### config.mk
export PLATFORM = sky130hd
export DESIGN_NAME = seq_divider_flat
export DESIGN_NICKNAME = d
export VERILOG_FILES = /design/src/rtl/div_pkg.sv /design/src/rtl/seq_divider_if.sv /design/src/rtl/sub_borrow.sv /design/src/rtl/seq_divider.sv /design/src/flat_wrapper.sv
export SDC_FILE = /design/constraint.sdc
export NUM_CORES = 1
export LEC_CHECK = 0
export CAP_MARGIN = 25
export CORE_ASPECT_RATIO = 0.5
export CORE_MARGIN = 2
export CORE_UTILIZATION = 49
export DETAILED_ROUTE_END_ITERATION = 8
export PLACE_DENSITY = 0.75
export SKIP_CTS_REPAIR_TIMING = 1
export SLEW_MARGIN = 20
export SYNTH_ARGS = -nofsm -noshare
export SYNTH_HDL_FRONTEND = slang
export SYNTH_SLANG_ARGS = --single-unit
### constraint.sdc
create_clock -name clk -period 1.96 [get_ports clk]
set_input_delay 0.294 -clock clk [delete_from_list [all_inputs] [get_ports clk]]
set_output_delay 0.294 -clock clk [all_outputs]
set_load 0.005 [all_outputs]
### src/rtl/div_pkg.sv
// Shared types and helpers for the sequential restoring divider.
package div_pkg;

    typedef enum logic [1:0] {
        IDLE,
        RUN,
        DONE
    } state_t;

    localparam int DEFAULT_WIDTH = 8;

    // Bits needed to count down from value-1 to zero.
    function automatic int clog2(input int value);
        int result;
        int v;
        result = 0;
        v = value - 1;
        while (v > 0) begin
            result = result + 1;
            v = v >> 1;
        end
        return result;
    endfunction

endpackage

### src/rtl/seq_divider_if.sv
// Start/busy/done handshake and operand/result bus of the divider.
interface seq_divider_if #(
    parameter int WIDTH = 8
);

    logic             start;
    logic [WIDTH-1:0] dividend;
    logic [WIDTH-1:0] divisor;
    logic             busy;
    logic             done;
    logic [WIDTH-1:0] quotient;
    logic [WIDTH-1:0] remainder;
    logic             div_by_zero;

    modport master (
        output start, dividend, divisor,
        input  busy, done, quotient, remainder, div_by_zero
    );

    modport slave (
        input  start, dividend, divisor,
        output busy, done, quotient, remainder, div_by_zero
    );

endinterface

### src/rtl/sub_borrow.sv
// Combinational subtractor cell: difference plus borrow-out.
module sub_borrow #(
    parameter int WIDTH = 9
) (
    input  logic [WIDTH-1:0] i_a,
    input  logic [WIDTH-1:0] i_b,
    output logic [WIDTH-1:0] o_diff,
    output logic             o_borrow
);

    // The extra top bit of the widened difference is the borrow-out.
    assign {o_borrow, o_diff} = {1'b0, i_a} - {1'b0, i_b};

endmodule

### src/rtl/seq_divider.sv
// Multi-cycle unsigned restoring divider, one quotient bit per clock.
module seq_divider
    import div_pkg::*;
#(
    parameter int WIDTH = DEFAULT_WIDTH
) (
    input  logic         clk,
    input  logic         rst,
    seq_divider_if.slave bus
);

    localparam int CNT_W = clog2(WIDTH);

    state_t           r_state;
    logic [CNT_W-1:0] r_count;
    logic [WIDTH:0]   r_rem;
    logic [WIDTH-1:0] r_dvd;
    logic [WIDTH-1:0] r_dvs;
    logic [WIDTH-1:0] r_quo;
    logic             r_busy;
    logic             r_done;
    logic [WIDTH-1:0] r_quotient;
    logic [WIDTH-1:0] r_remainder;
    logic             r_dbz;

    logic [WIDTH:0]   w_shift;
    logic [WIDTH:0]   w_diff;
    logic             w_borrow;
    logic [WIDTH:0]   w_next_rem;
    logic [WIDTH-1:0] w_next_quo;
    logic             w_unused;

    // Partial remainder shifted left with the next dividend bit brought in.
    assign w_shift = {r_rem[WIDTH-1:0], r_dvd[WIDTH-1]};

    sub_borrow #(
        .WIDTH (WIDTH + 1)
    ) u_sub (
        .i_a      (w_shift),
        .i_b      ({1'b0, r_dvs}),
        .o_diff   (w_diff),
        .o_borrow (w_borrow)
    );

    assign w_next_rem = w_borrow ? w_shift : w_diff;
    assign w_next_quo = {r_quo[WIDTH-2:0], ~w_borrow};

    // Remainder stays below the divisor, so these top bits are never consumed.
    assign w_unused = ^{r_rem[WIDTH], r_quo[WIDTH-1]};

    always_ff @(posedge clk or posedge rst) begin
        if (rst) begin
            r_state     <= IDLE;
            r_count     <= '0;
            r_rem       <= '0;
            r_dvd       <= '0;
            r_dvs       <= '0;
            r_quo       <= '0;
            r_busy      <= 1'b0;
            r_done      <= 1'b0;
            r_quotient  <= '0;
            r_remainder <= '0;
            r_dbz       <= 1'b0;
        end else begin
            case (r_state)
                IDLE, DONE: begin
                    if (bus.start) begin
                        if (bus.divisor == '0) begin
                            r_state     <= DONE;
                            r_busy      <= 1'b0;
                            r_done      <= 1'b1;
                            r_quotient  <= '1;
                            r_remainder <= bus.dividend;
                            r_dbz       <= 1'b1;
                        end else begin
                            r_state <= RUN;
                            r_busy  <= 1'b1;
                            r_done  <= 1'b0;
                            r_dvd   <= bus.dividend;
                            r_dvs   <= bus.divisor;
                            r_rem   <= '0;
                            r_quo   <= '0;
                            r_count <= CNT_W'(WIDTH - 1);
                        end
                    end else begin
                        r_state <= IDLE;
                        r_done  <= 1'b0;
                    end
                end
                RUN: begin
                    r_rem <= w_next_rem;
                    r_quo <= w_next_quo;
                    r_dvd <= {r_dvd[WIDTH-2:0], 1'b0};
                    if (r_count == '0) begin
                        r_state     <= DONE;
                        r_busy      <= 1'b0;
                        r_done      <= 1'b1;
                        r_quotient  <= w_next_quo;
                        r_remainder <= w_next_rem[WIDTH-1:0];
                        r_dbz       <= 1'b0;
                    end else begin
                        r_count <= r_count - CNT_W'(1);
                    end
                end
                default: begin
                    r_state <= IDLE;
                    r_busy  <= 1'b0;
                    r_done  <= 1'b0;
                end
            endcase
        end
    end

    assign bus.busy        = r_busy;
    assign bus.done        = r_done;
    assign bus.quotient    = r_quotient;
    assign bus.remainder   = r_remainder;
    assign bus.div_by_zero = r_dbz;

endmodule

### src/flat_wrapper.sv
// flat-port wrapper written by rule: the top's interface ports become plain ports
module seq_divider_flat import div_pkg::*;
#(
    parameter int WIDTH = DEFAULT_WIDTH
)
  (clk, rst, bus_start, bus_dividend, bus_divisor, bus_busy, bus_done, bus_quotient, bus_remainder, bus_div_by_zero);
  seq_divider_if #(.WIDTH(WIDTH)) bus_i ();
  input  logic clk;
  input  logic rst;
  input wire logic [$bits(bus_i.start)-1:0] bus_start;
  input wire logic [$bits(bus_i.dividend)-1:0] bus_dividend;
  input wire logic [$bits(bus_i.divisor)-1:0] bus_divisor;
  output wire logic [$bits(bus_i.busy)-1:0] bus_busy;
  output wire logic [$bits(bus_i.done)-1:0] bus_done;
  output wire logic [$bits(bus_i.quotient)-1:0] bus_quotient;
  output wire logic [$bits(bus_i.remainder)-1:0] bus_remainder;
  output wire logic [$bits(bus_i.div_by_zero)-1:0] bus_div_by_zero;
  assign bus_i.start = bus_start;
  assign bus_i.dividend = bus_dividend;
  assign bus_i.divisor = bus_divisor;
  assign bus_busy = bus_i.busy;
  assign bus_done = bus_i.done;
  assign bus_quotient = bus_i.quotient;
  assign bus_remainder = bus_i.remainder;
  assign bus_div_by_zero = bus_i.div_by_zero;
  seq_divider #(.WIDTH(WIDTH)) u_core (.clk(clk), .rst(rst), .bus(bus_i));
endmodule
Word level (Yosys, flattened, before mapping)
Index checks and enable logic that the tools add are counted.
{"block": "op_classes", "add_sub_neg": 2, "eq_ne": 7, "n_mux": 37, "n_bitwise": 2, "reduce_logical": 10}
{"cell": "8-bit 2-to-1 mux", "n": 11}
{"cell": "8-bit case mux with 2 select lines", "n": 4}
{"cell": "7-bit 2-to-1 mux", "n": 2}
{"cell": "7-bit case mux with 2 select lines", "n": 1}
{"cell": "9-bit by 8-bit subtractor with 10-bit output", "n": 1}
{"cell": "3-bit 2-to-1 mux", "n": 3}
{"cell": "8-bit zero test", "n": 1}
{"cell": "1-bit 2-to-1 mux", "n": 8}
{"cell": "4-bit AND reduction", "n": 2}
{"cell": "2-bit 2-to-1 mux", "n": 3}
{"cell": "2-bit inequality test (second input constant)", "n": 3}
{"cell": "1-bit case mux with 2 select lines", "n": 3}
{"cell": "3-bit case mux with 2 select lines", "n": 1}
{"cell": "3-bit AND reduction", "n": 2}
{"cell": "2-bit by 1-bit inequality test with 1-bit output (second input constant)", "n": 2}
{"cell": "2-bit case mux with 2 select lines", "n": 1}
{"cell": "3-bit zero test", "n": 1}
{"cell": "3-bit by 1-bit subtractor with 3-bit output (second input constant)", "n": 1}
{"cell": "2-bit by 1-bit equality test with 1-bit output (second input constant)", "n": 1}
{"cell": "2-bit equality test (second input constant)", "n": 1}
{"cell": "2-bit zero test", "n": 1}
{"cell": "1-bit inverter", "n": 2}
{"cell": "2-bit AND reduction", "n": 1}
{"cell": "2-bit nonzero test", "n": 1}
{"cell": "2-bit OR reduction", "n": 1}
{"block": "totals", "regBits": 55, "inputBits": 19, "out_inout_bits": 19}

Longest topological paths before layout
Gate-level depths: netlist (run 1).
{"block": "logic_depth", "word_depth": 4, "mapped_depth": 9, "ltp_nobuf": 9}

Hierarchy
A second synthesis (run 1) with hierarchy kept.
{"block": "unflattened", "hier_cells": 294, "area_unflattened_um2": 2826.5}
{"mod": "seq_divider", "instances": 1, "cells_per_inst": 234, "area_each_um2": 2383.5}
{"mod": "sub_borrow", "instances": 1, "cells_per_inst": 60, "area_each_um2": 442.9}

Least setup slack after synthesis (run 1)
Ideal clock, no wire load.
{"block": "synth_timing", "kind": "reg-to-reg", "from": "reg u_core.r_dvd[7]", "to": "reg u_core.r_rem[6]", "setup_time_ns": 0.082, "t_arrival_ns": 2.016, "slack_ns": -0.138, "path_stages_with_launch": 10, "path_buffers": 0, "period_less_slack_ns": 2.098, "cell_sequence": "dfrtp_1 > inv_1 > ha_1 > inv_1 > fa_1 > a211o_2 > a2111o_1 > o311ai_0 > mux2i_1 > o22ai_1"}
{"block": "synth_between", "elab_chain_len": 3}
{"item": "start, declared", "line": "seq_divider.sv:17", "text": "logic [WIDTH-1:0] r_dvd;"}
{"item": "start signal, assigned", "line": "seq_divider.sv:79", "text": "r_dvd <= bus.dividend;"}
{"item": "start signal, assigned", "line": "seq_divider.sv:93", "text": "r_dvd <= {r_dvd[WIDTH-2:0], 1'b0};"}
{"item": "9-bit by 8-bit subtractor with 10-bit output", "line": "sub_borrow.sv:12", "text": "assign {o_borrow, o_diff} = {1'b0, i_a} - {1'b0, i_b};"}
{"item": "8-bit 2-to-1 mux", "line": "seq_divider.sv:45", "text": "assign w_next_rem = w_borrow ? w_shift : w_diff;"}
{"item": "8-bit case mux with 2 select lines", "line": "seq_divider.sv:65", "text": "case (r_state)"}
{"item": "end signal, assigned", "line": "seq_divider.sv:91", "text": "r_rem <= w_next_rem;"}
{"item": "end, declared", "line": "seq_divider.sv:16", "text": "logic [WIDTH:0] r_rem;"}
No other way between the ends.
A chain may end at the register's enable or synchronous reset.

Worst setup path in the final report (run 1)
Ends and elaborated chain as after synthesis.

==> results.yml, run 1 <==
grt:
  first_global_vias: 2339
  grt_pass1_wl_um: 11100
  grt_use_total_pct: 23.3
  grt_max_degree: 55
  antenna_found_initial: 0
  gr-total-overflow: 0
timing:
  setup_viol: 12
  finalCritPeriodShare_pct: 121
  slew_headroom_pct: 70.7
  fin_ws_ns: -0.420
  finalCriticalPeriod_ns: 2.38
  hold_viol_final: 0
  rsz0062_at_grt: "yes"
  slew_violations: 0
  max_freq_ghz: 0.420
  fin_skew_ns: 0.00517
  worst_slew_pin_slew_ns: 0.438
layout:
  fin_cells: 429
  fin_util_pct: 71.2
  fill_cells: 388
  nets: 385
  regArea_um2: 1350
  diodes: 0
  area_delta_synth_final_pct: 40.9
  multiInputGateArea_um2: 1420
  drive_gt1_share_pct: 26.1
critical_path:
  startpoint_type: "register"
  regToRegSetupSlack_ns: -0.42
  cp.depth: 9
  crit_type: "reg2reg"
  cp-startpoint: "u_core.r_dvd[7]$_DFFE_PP0P_"
  r2r_start: "u_core.r_dvd[7]$_DFFE_PP0P_"
  reg2regPathDepth: 9
  max_stage_delay_ns: 0.44
  r2r_end: "u_core.r_rem[6]$_DFFE_PP0P_"
  crit_family: "compound AO/OA/AOI/OAI gates"
  path_common_cell: "inv_2"
  critical_path.max_fanout: 4
  crit_arrival_ns: 2.60
  cp_cell_sequence: "inv_2, ha_4, inv_2, fa_2, a211o_4, a2111o_1, o311ai_2, mux2i_1, o22ai_1"
  critical_path_buf_inv_count: 2
  end_kind: "register"
  cp.required_ns: 2.18
  crit_path_end: "u_core.r_rem[6]$_DFFE_PP0P_"
  slowest_stage: "a2111o_1"
synthesis:
  synth-seq-area-share_pct: 48.9
  syn_area_um2: 2760
  synth_seq_cells: 54
  yosysUniqueCellTypes: 54
  avgSynthCellArea_um2: 9.98
  netlist_instances: 277
  yosys.area.top_type: "dfrtp_1"
  synth_area_leaders: "dfrtp_1 (49%), nand2_1 (6.0%), o21ai_0 (5.4%)"
  synth_top_area_share_pct: 48.9
  yosys_warnings: 0
  synth.net_count: 307
place:
  placedCellCount: 416
  portBuffers: 37
  place_congestion: 0.862
  place_hpwl_um: 4890
routing:
  wl_per_cell_um: 17.1
  route.vias.total: 2361
  drc: 0
  postRouteAntennaNets: 0
  drt-initial-drc-count: 172
  wl_um: 7350
  avgViaCountPerCell: 5.50
  dr.pass1.iters: 4
die:
  coreArea_um2: 5470
  die_area_um2: 6290
  die_w_um: 110
  die_h_um: 57.1
  ios: 38
  initial_core_util_pct: 50.5
  fp-row-count: 19
clocking:
  clock-sinks: 54
  clkTransAtPathRegs_ns: 0.07
  cts_tree: "built"
  clock-root-buffer: "clkbuf_16"
  cts_buffer_depth: 2
  htreeDepth: 2
  cts_buffers: 5
  worstSkewPairLatency_ns: 0.30
pwr:
  vdd_drop_max_uv: 1080
  fin_total_pwr_mw: 7.60
  p_per_area_nw_per_um2: 1950
  leakagePower_nw: 1.67
outcome:
  status: "finished, violations left"
  violations: "negative setup slack"
worst_hold_path:
  hold_path_class: "in2async"
job:
  cap_violations: 0
[cells in the mapped netlist (all sizes together)]
cell and number:
dfrtp 54, nand2 44, o21ai 30, inv 16, nor2 16, a21oi 14, ha 10, mux2i 10
nand3 9, buf 8, o22a 8, a21o 4, clkbuf 4, nor2b 4, o22ai 4, a41oi 3
mux2 3, nand2b 3, or2 3, a31oi 2, nor3 2, nor4 2, o211ai 2, o221ai 2
or3 2, a2111o 1, a211o 1, a211oi 1, a21boi 1, a22oi 1, a2bb2oi 1, and2 1
and2b 1, and3 1, fa 1, nor3b 1, o21a 1, o311ai 1, o31ai 1, o32a 1
or3b 1, xnor2 1, xor2 1
[how the worst min path moves through the flow]
stage,end,cells after the start,start
final,u_core.r_quo[2]$_DFFE_PP0P_,3,rst
after global routing,u_core.r_dvd[3]$_DFFE_PP0P_,3,rst
after CTS,u_core.bus.quotient[5]$_DFFE_PP0P_,3,rst
after detailed placement,u_core.r_dvd[6]$_DFFE_PP0P_,2,u_core.r_dvd[5]$_DFFE_PP0P_
after global placement,u_core.r_dvd[6]$_DFFE_PP0P_,2,u_core.r_dvd[5]$_DFFE_PP0P_
after floorplan,u_core.r_dvs[1]$_DFFE_PP0P_,2,bus_divisor[1]
[through the flow]
| step | cell area, um^2 | TNS, ns | hold WS, ns | setup slack, ns |
|---|---|---|---|---|
| after floorplan | 2770 | -0.322 | 0.411 | -0.124 |
| after global placement | 3520 | -1.09 | 0.456 | -0.186 |
| after detailed placement | 3520 | -2.10 | 0.466 | -0.354 |
| after CTS | 3690 | -1.96 | 0.381 | -0.378 |
| after global routing | 3890 | -2.62 | 0.408 | -0.466 |
| final | 3890 | -2.02 | 0.369 | -0.420 |
[cell usage in the layout, fill, tap and decap left out, drive strengths merged, types with 8 or more instances in the layout]
| cell | n |
|---|---|
| ha | 10 |
| o21ai | 30 |
| nand3 | 9 |
| o22a | 8 |
| nor2 | 16 |
| clkdlybuf4s50 | 37 |
| a21oi | 14 |
| nand2 | 44 |
| mux2i | 10 |
| buf | 46 |
| dfrtp | 54 |
| inv | 17 |
[tightest hold or removal path, stage by stage]
cell and delay [ns]:
clkdlybuf4s50_1 0.42, inv_2 0.07, buf_12 0.27
[layout make-up]
cell class,count,area share [%]
multi-input combinational,195,36.4
sequential,54,34.7
timing repair buffer,83,20.6
clock buffer,5,3.21
tap,73,2.35
inverter,16,1.54
clock inverter,3,1.22
[sequential cells by signal, indices dropped and copies added (netlist names), 3 cells and up]
signal / cells
u_core.bus.quotient: 8
u_core.bus.remainder: 8
u_core.r_count: 3
u_core.r_dvd: 8
u_core.r_dvs: 8
u_core.r_quo: 7
u_core.r_rem: 8
[where the power goes]
part	internal, mW	switching, mW	total, mW
Clock	0.610	0.422	1.03
Sequential	1.60	0.299	1.90
Combinational	2.35	2.32	4.67
[kinds of logic after synthesis]
| family | after synthesis | share of synthesized area [%] |
|---|---|---|
| and+or+nand+nor | 90 | 16.4 |
| AOI/OAI and AO/OA | 79 | 19.2 |
| DFF | 54 | 48.9 |
| buffers and inverters | 28 | 4.71 |
| muxes | 13 | 4.84 |
| adders and majority gates | 11 | 5.25 |
| xor gates and xnor gates | 2 | 0.634 |
[per-layer routing]
layer / track usage, % / routed length [um] / vias up
met5: 0 / 0 / -
met4: 6.61 / 172 / 0
li1: - / - / 1128
met3: 4.23 / 380 / 17
met1: 33.3 / 3270 / 1149
met2: 36.9 / 3530 / 67
No activity file was read; power rests on OpenSTA's default activity.
==> run 2, diff against run 1 <==
--- a/config.mk
+++ b/config.mk
@@ -5,12 +5,11 @@
 export SDC_FILE = /design/constraint.sdc
 export NUM_CORES = 1
 export LEC_CHECK = 0
-export CAP_MARGIN = 25
 export CORE_ASPECT_RATIO = 0.5
 export CORE_MARGIN = 2
-export CORE_UTILIZATION = 49
+export CORE_UTILIZATION = 50
 export DETAILED_ROUTE_END_ITERATION = 8
-export PLACE_DENSITY = 0.75
+export PLACE_DENSITY = 0.74
 export SKIP_CTS_REPAIR_TIMING = 1
 export SLEW_MARGIN = 20
 export SYNTH_ARGS = -nofsm -noshare
==> constraint.sdc (replaced) <==
create_clock -name clk -period 2.27 [get_ports clk]
set_input_delay 0.3405 -clock clk [delete_from_list [all_inputs] [get_ports clk]]
set_output_delay 0.3405 -clock clk [all_outputs]
set_load 0.005 [all_outputs]
==> run 2 against run 1 <==
Fmax increased by 6.8%. Setup slack improved by 0.46 ns. Largest power group unchanged. Critical path depth unchanged. First-iteration DRC count fell by 16%. The run now ends clean. Cell count decreased by 7.7%. Design area decreased by 13%. Combinational power down 38%. Global-route usage shrank 1.4 points. Highest routed layer unchanged. Non-clock buffer count shrank 32. Clock skew increased by 0.00098 ns. Register-to-register slack gained 0.46 ns.
==> results.yml, run 2 (same netlist as run 1, synthesis figures left out) <==
outcome:
  status: "finished, final reports clean"
die:
  die_h_um: 56.6
  die_w_um: 109
  initial_core_util_pct: 51.2
  coreArea_um2: 5400
  die_area_um2: 6170
  ios: 38
  fp-row-count: 19
layout:
  diodes: 0
  finalInstanceArea_um2: 3400
  area_delta_synth_final_pct: 23.1
  fin_cells: 396
  layout_commonest_cell: "dfrtp_1"
  final_cell_mix: "dfrtp_1 (54), nand2_1 (44), clkdlybuf4s50_1 (37)"
  drive_gt1_share_pct: 14.6
  nets: 353
  fill_cells: 450
place:
  place_ws_ns: -0.0177
  placedCellCount: 387
  place_area_um2: 3280
  place_congestion: 0.877
  place_hpwl_um: 4440
  portBuffers: 37
critical_path:
  crit_type: "reg2reg"
  regToRegSetupSlack_ns: 0.04
  crit_arrival_ns: 2.46
  r2r_start: "u_core.r_dvd[7]$_DFFE_PP0P_"
  reg2regPathDepth: 9
  cp.required_ns: 2.50
  critical_path.max_fanout: 4
  startpoint_type: "register"
  cp-startpoint: "u_core.r_dvd[7]$_DFFE_PP0P_"
  end_kind: "register"
  r2r_end: "u_core.r_rem[6]$_DFFE_PP0P_"
job:
  cap_violations: 0
timing:
  hold_viol_final: 0
  slew_violations: 0
  fin_skew_ns: 0.00616
  finalCriticalPeriod_ns: 2.23
  setup_viol: 0
  worst_slew_pin_slew_ns: 0.389
  finalCritPeriodShare_pct: 98.2
  slew_headroom_pct: 74.0
  max_freq_ghz: 0.449
  fin_ws_ns: 0.0408
  rsz0062_at_grt: "yes"
clocking:
  clock-root-buffer: "clkbuf_8"
  worstSkewPairLatency_ns: 0.31
  cts_tree: "built"
  clkTransAtPathRegs_ns: 0.09
  htreeDepth: 2
  cts_buffer_depth: 2
  cts_buffers: 5
  clock-sinks: 54
grt:
  grt_max_degree: 55
  use_met1_pct: 32.6
  grt_pass1_wl_um: 10300
  busiest_layer: "met2"
  gr-total-overflow: 0
  grt_use_total_pct: 21.9
  gr-usage-met2_pct: 32.8
  first_global_vias: 2115
  antenna_found_initial: 0
  met3_usage_pct: 3.95
worst_hold_path:
  hold_path_class: "in2async"
routing:
  avgViaCountPerCell: 5.53
  postRouteAntennaNets: 0
  drc: 0
  drt-initial-drc-count: 145
  wl_um: 6170
  route.vias.total: 2189
  dr.pass1.iters: 4
  wl_per_cell_um: 15.6
pwr:
  leakagePower_nw: 1.43
  fin_total_pwr_mw: 5.03
  p_per_area_nw_per_um2: 1480
  vdd_drop_max_uv: 647
## run 2: changes by cell type in the layout (fill, tap and decap cells not counted), sizes merged
cell    before  now
clkinv       1    0
bufinv       1    0
inv         17   16
buf         46   14
clkbuf       5    7
## run 2: how the worst max path moves through the flow
stage | end | slack, ns | depth (start not counted)
2_1_floorplan | u_core.r_rem[6]$_DFFE_PP0P_ | 0.17 | 9
3_3_place_gp | u_core.r_rem[6]$_DFFE_PP0P_ | 0.10 | 9
5_1_grt | u_core.r_rem[6]$_DFFE_PP0P_ | -0.06 | 9
4_1_cts | u_core.r_rem[6]$_DFFE_PP0P_ | -0.03 | 9
6_report | u_core.r_rem[6]$_DFFE_PP0P_ | 0.04 | 9
3_5_place_dp | u_core.bus.remainder[6]$_DFFE_PP0P_ | -0.02 | 9
## run 2: final cells by class
type	instances	area, um^2	share of cell area [%]
tap	73	91.3	2.68
timing repair buffer	51	500	14.7
multi-input combinational	195	1320	38.9
clock buffer	7	76.3	2.24
sequential	54	1350	39.7
inverter	16	60.1	1.76
## run 2: layer usage
metal	wire, um	part of all wire (%)
met1	3070	50
met2	2790	45
met3	265	4.3
met4	46	0.75
met5	0	0
## run 2: worst max-delay path: stages, from the launching register on
cell and delay, ns:
dfrtp_1 0.40, inv_2 0.08, ha_4 0.13, inv_2 0.04, fa_2 0.38, a211o_4 0.36, a2111o_1 0.36, o311ai_1 0.09
mux2i_1 0.13, o22ai_1 0.17
## run 2: stage by stage
step	setup TNS [ns]	util, %	hold slack (ns)
floorplan	0	-	0.449
global placement	0	60.7	0.458
detailed placement	-0.0233	60.7	0.470
CTS	-0.0501	62.1	0.396
global route	-0.0599	63.1	0.441
finish	0	63.1	0.386
## run 2: where the power goes
part	leakage (nW)	switching, mW	internal (mW)
registers	0.643	0.259	1.38
clock network	0.0383	0.301	0.213
logic	0.752	1.53	1.34
total	1.43	2.09	2.93
==> run 3, diff against run 2 <==
--- a/config.mk
+++ b/config.mk
@@ -7,9 +7,9 @@
 export LEC_CHECK = 0
 export CORE_ASPECT_RATIO = 0.5
 export CORE_MARGIN = 2
-export CORE_UTILIZATION = 50
+export CORE_UTILIZATION = 54
 export DETAILED_ROUTE_END_ITERATION = 8
-export PLACE_DENSITY = 0.74
+export PLACE_DENSITY = 0.79
 export SKIP_CTS_REPAIR_TIMING = 1
 export SLEW_MARGIN = 20
 export SYNTH_ARGS = -nofsm -noshare
==> run 3 against run 2 <==
Cell count shrank 0.76%. Setup slack lost 0.015 ns. Via count is essentially flat.
==> results.yml, run 3 (same netlist as run 1, synthesis figures left out) <==
outcome:
  status: "finished, final reports clean"
grt:
  antenna_found_initial: 0
  grt_pass1_wl_um: 10500
  first_global_vias: 2182
  gr-total-overflow: 0
  grt_max_degree: 55
  grt_use_total_pct: 24.4
die:
  initial_core_util_pct: 56.0
  ios: 38
  die_area_um2: 5740
  die_w_um: 105
  fp-row-count: 18
  coreArea_um2: 4930
  die_h_um: 54.6
critical_path:
  crit_arrival_ns: 2.49
  reg2regPathDepth: 9
  r2r_end: "u_core.r_rem[6]$_DFFE_PP0P_"
  regToRegSetupSlack_ns: 0.03
  cp.required_ns: 2.52
  end_kind: "register"
  cp-startpoint: "u_core.r_dvd[7]$_DFFE_PP0P_"
  startpoint_type: "register"
  crit_type: "reg2reg"
  critical_path.max_fanout: 4
  r2r_start: "u_core.r_dvd[7]$_DFFE_PP0P_"
place:
  place_area_um2: 3270
  placedCellCount: 384
  place_hpwl_um: 4670
  portBuffers: 37
  place_congestion: 0.929
  place_ws_ns: -0.0234
layout:
  fin_cells: 393
  drive_gt1_share_pct: 14.2
  layout_commonest_cell: "dfrtp_1"
  finalInstanceArea_um2: 3420
  diodes: 0
  nets: 352
  fill_cells: 378
  fin_util_pct: 69.3
  area_delta_synth_final_pct: 23.7
  final_cell_mix: "dfrtp_1 (54), nand2_1 (44), clkdlybuf4s50_1 (37)"
routing:
  drt-initial-drc-count: 119
  dr.pass1.iters: 5
  postRouteAntennaNets: 0
  route.vias.total: 2191
  wl_um: 6460
  wl_per_cell_um: 16.4
  avgViaCountPerCell: 5.58
  drc: 0
timing:
  slew_violations: 0
  fin_setup_tns_ns: 0
  hold_viol_final: 0
  rsz0062_at_grt: "yes"
  finalCritPeriodShare_pct: 98.9
  max_freq_ghz: 0.445
  setup_viol: 0
  fin_ws_ns: 0.0253
  slew_headroom_pct: 72.5
  finalCriticalPeriod_ns: 2.24
  fin_skew_ns: 0.0125
  worst_slew_pin_slew_ns: 0.410
worst_hold_path:
  hold_path_class: "in2async"
clocking:
  cts_tree: "built"
  worstSkewPairLatency_ns: 0.32
  cts_buffer_depth: 2
  clock-root-buffer: "clkbuf_8"
  cts_buffers: 5
  htreeDepth: 2
  clkTransAtPathRegs_ns: 0.10
  clock-sinks: 54
pwr:
  leakagePower_nw: 1.45
  vdd_drop_max_uv: 702
  p_per_area_nw_per_um2: 1520
job:
  cap_violations: 0
-- run 3: where the power goes --
group          switching (mW)  internal [mW]
combinational            1.55           1.34
clock                   0.324          0.325
sequential              0.273           1.38
total                    2.15           3.04
-- run 3: final cells by class --
type | count | area [um^2] | area share [%]
clock buffer | 5 | 68.8 | 2.01
clock inverter | 3 | 40.0 | 1.17
inverter | 16 | 60.1 | 1.76
multi-input combinational | 195 | 1320 | 38.6
sequential | 54 | 1350 | 39.5
tap | 70 | 87.6 | 2.56
timing repair buffer | 50 | 493 | 14.4
-- run 3: routing by layer --
layer	track usage (%)	up-vias	share of wire [%]
met2	41.2	67	46
li1	-	1063	-
met3	6.31	8	6.0
met4	6.44	0	1.1
met5	0	-	0
met1	32.3	1053	47
-- run 3: per-stage QoR --
stage	total power, mW	hold slack (ns)
after floorplan	3.54	0.449
after global routing	5.61	0.421
after CTS	5.07	0.389
final	5.19	0.379
after global placement	4.29	0.457
after detailed placement	4.40	0.465
-- run 3: worst max path at each step --
stage / slack (ns) / end / cells past startpoint
global route: -0.05 / u_core.bus.remainder[6]$_DFFE_PP0P_ / 9
finish: 0.03 / u_core.r_rem[6]$_DFFE_PP0P_ / 9
CTS: -0.04 / u_core.bus.remainder[6]$_DFFE_PP0P_ / 9
detailed placement: -0.02 / u_core.bus.remainder[6]$_DFFE_PP0P_ / 9
floorplan: 0.17 / u_core.r_rem[6]$_DFFE_PP0P_ / 9
global placement: 0.08 / u_core.bus.remainder[2]$_DFFE_PP0P_ / 7
-- run 3: worst max-delay path, stage by stage (launching register included) --
cell	delay [ns]
dfrtp_1	0.41
inv_2	0.08
ha_4	0.13
inv_2	0.04
fa_2	0.40
a211o_4	0.35
a2111o_1	0.36
o311ai_1	0.09
mux2i_1	0.14
o22ai_1	0.18
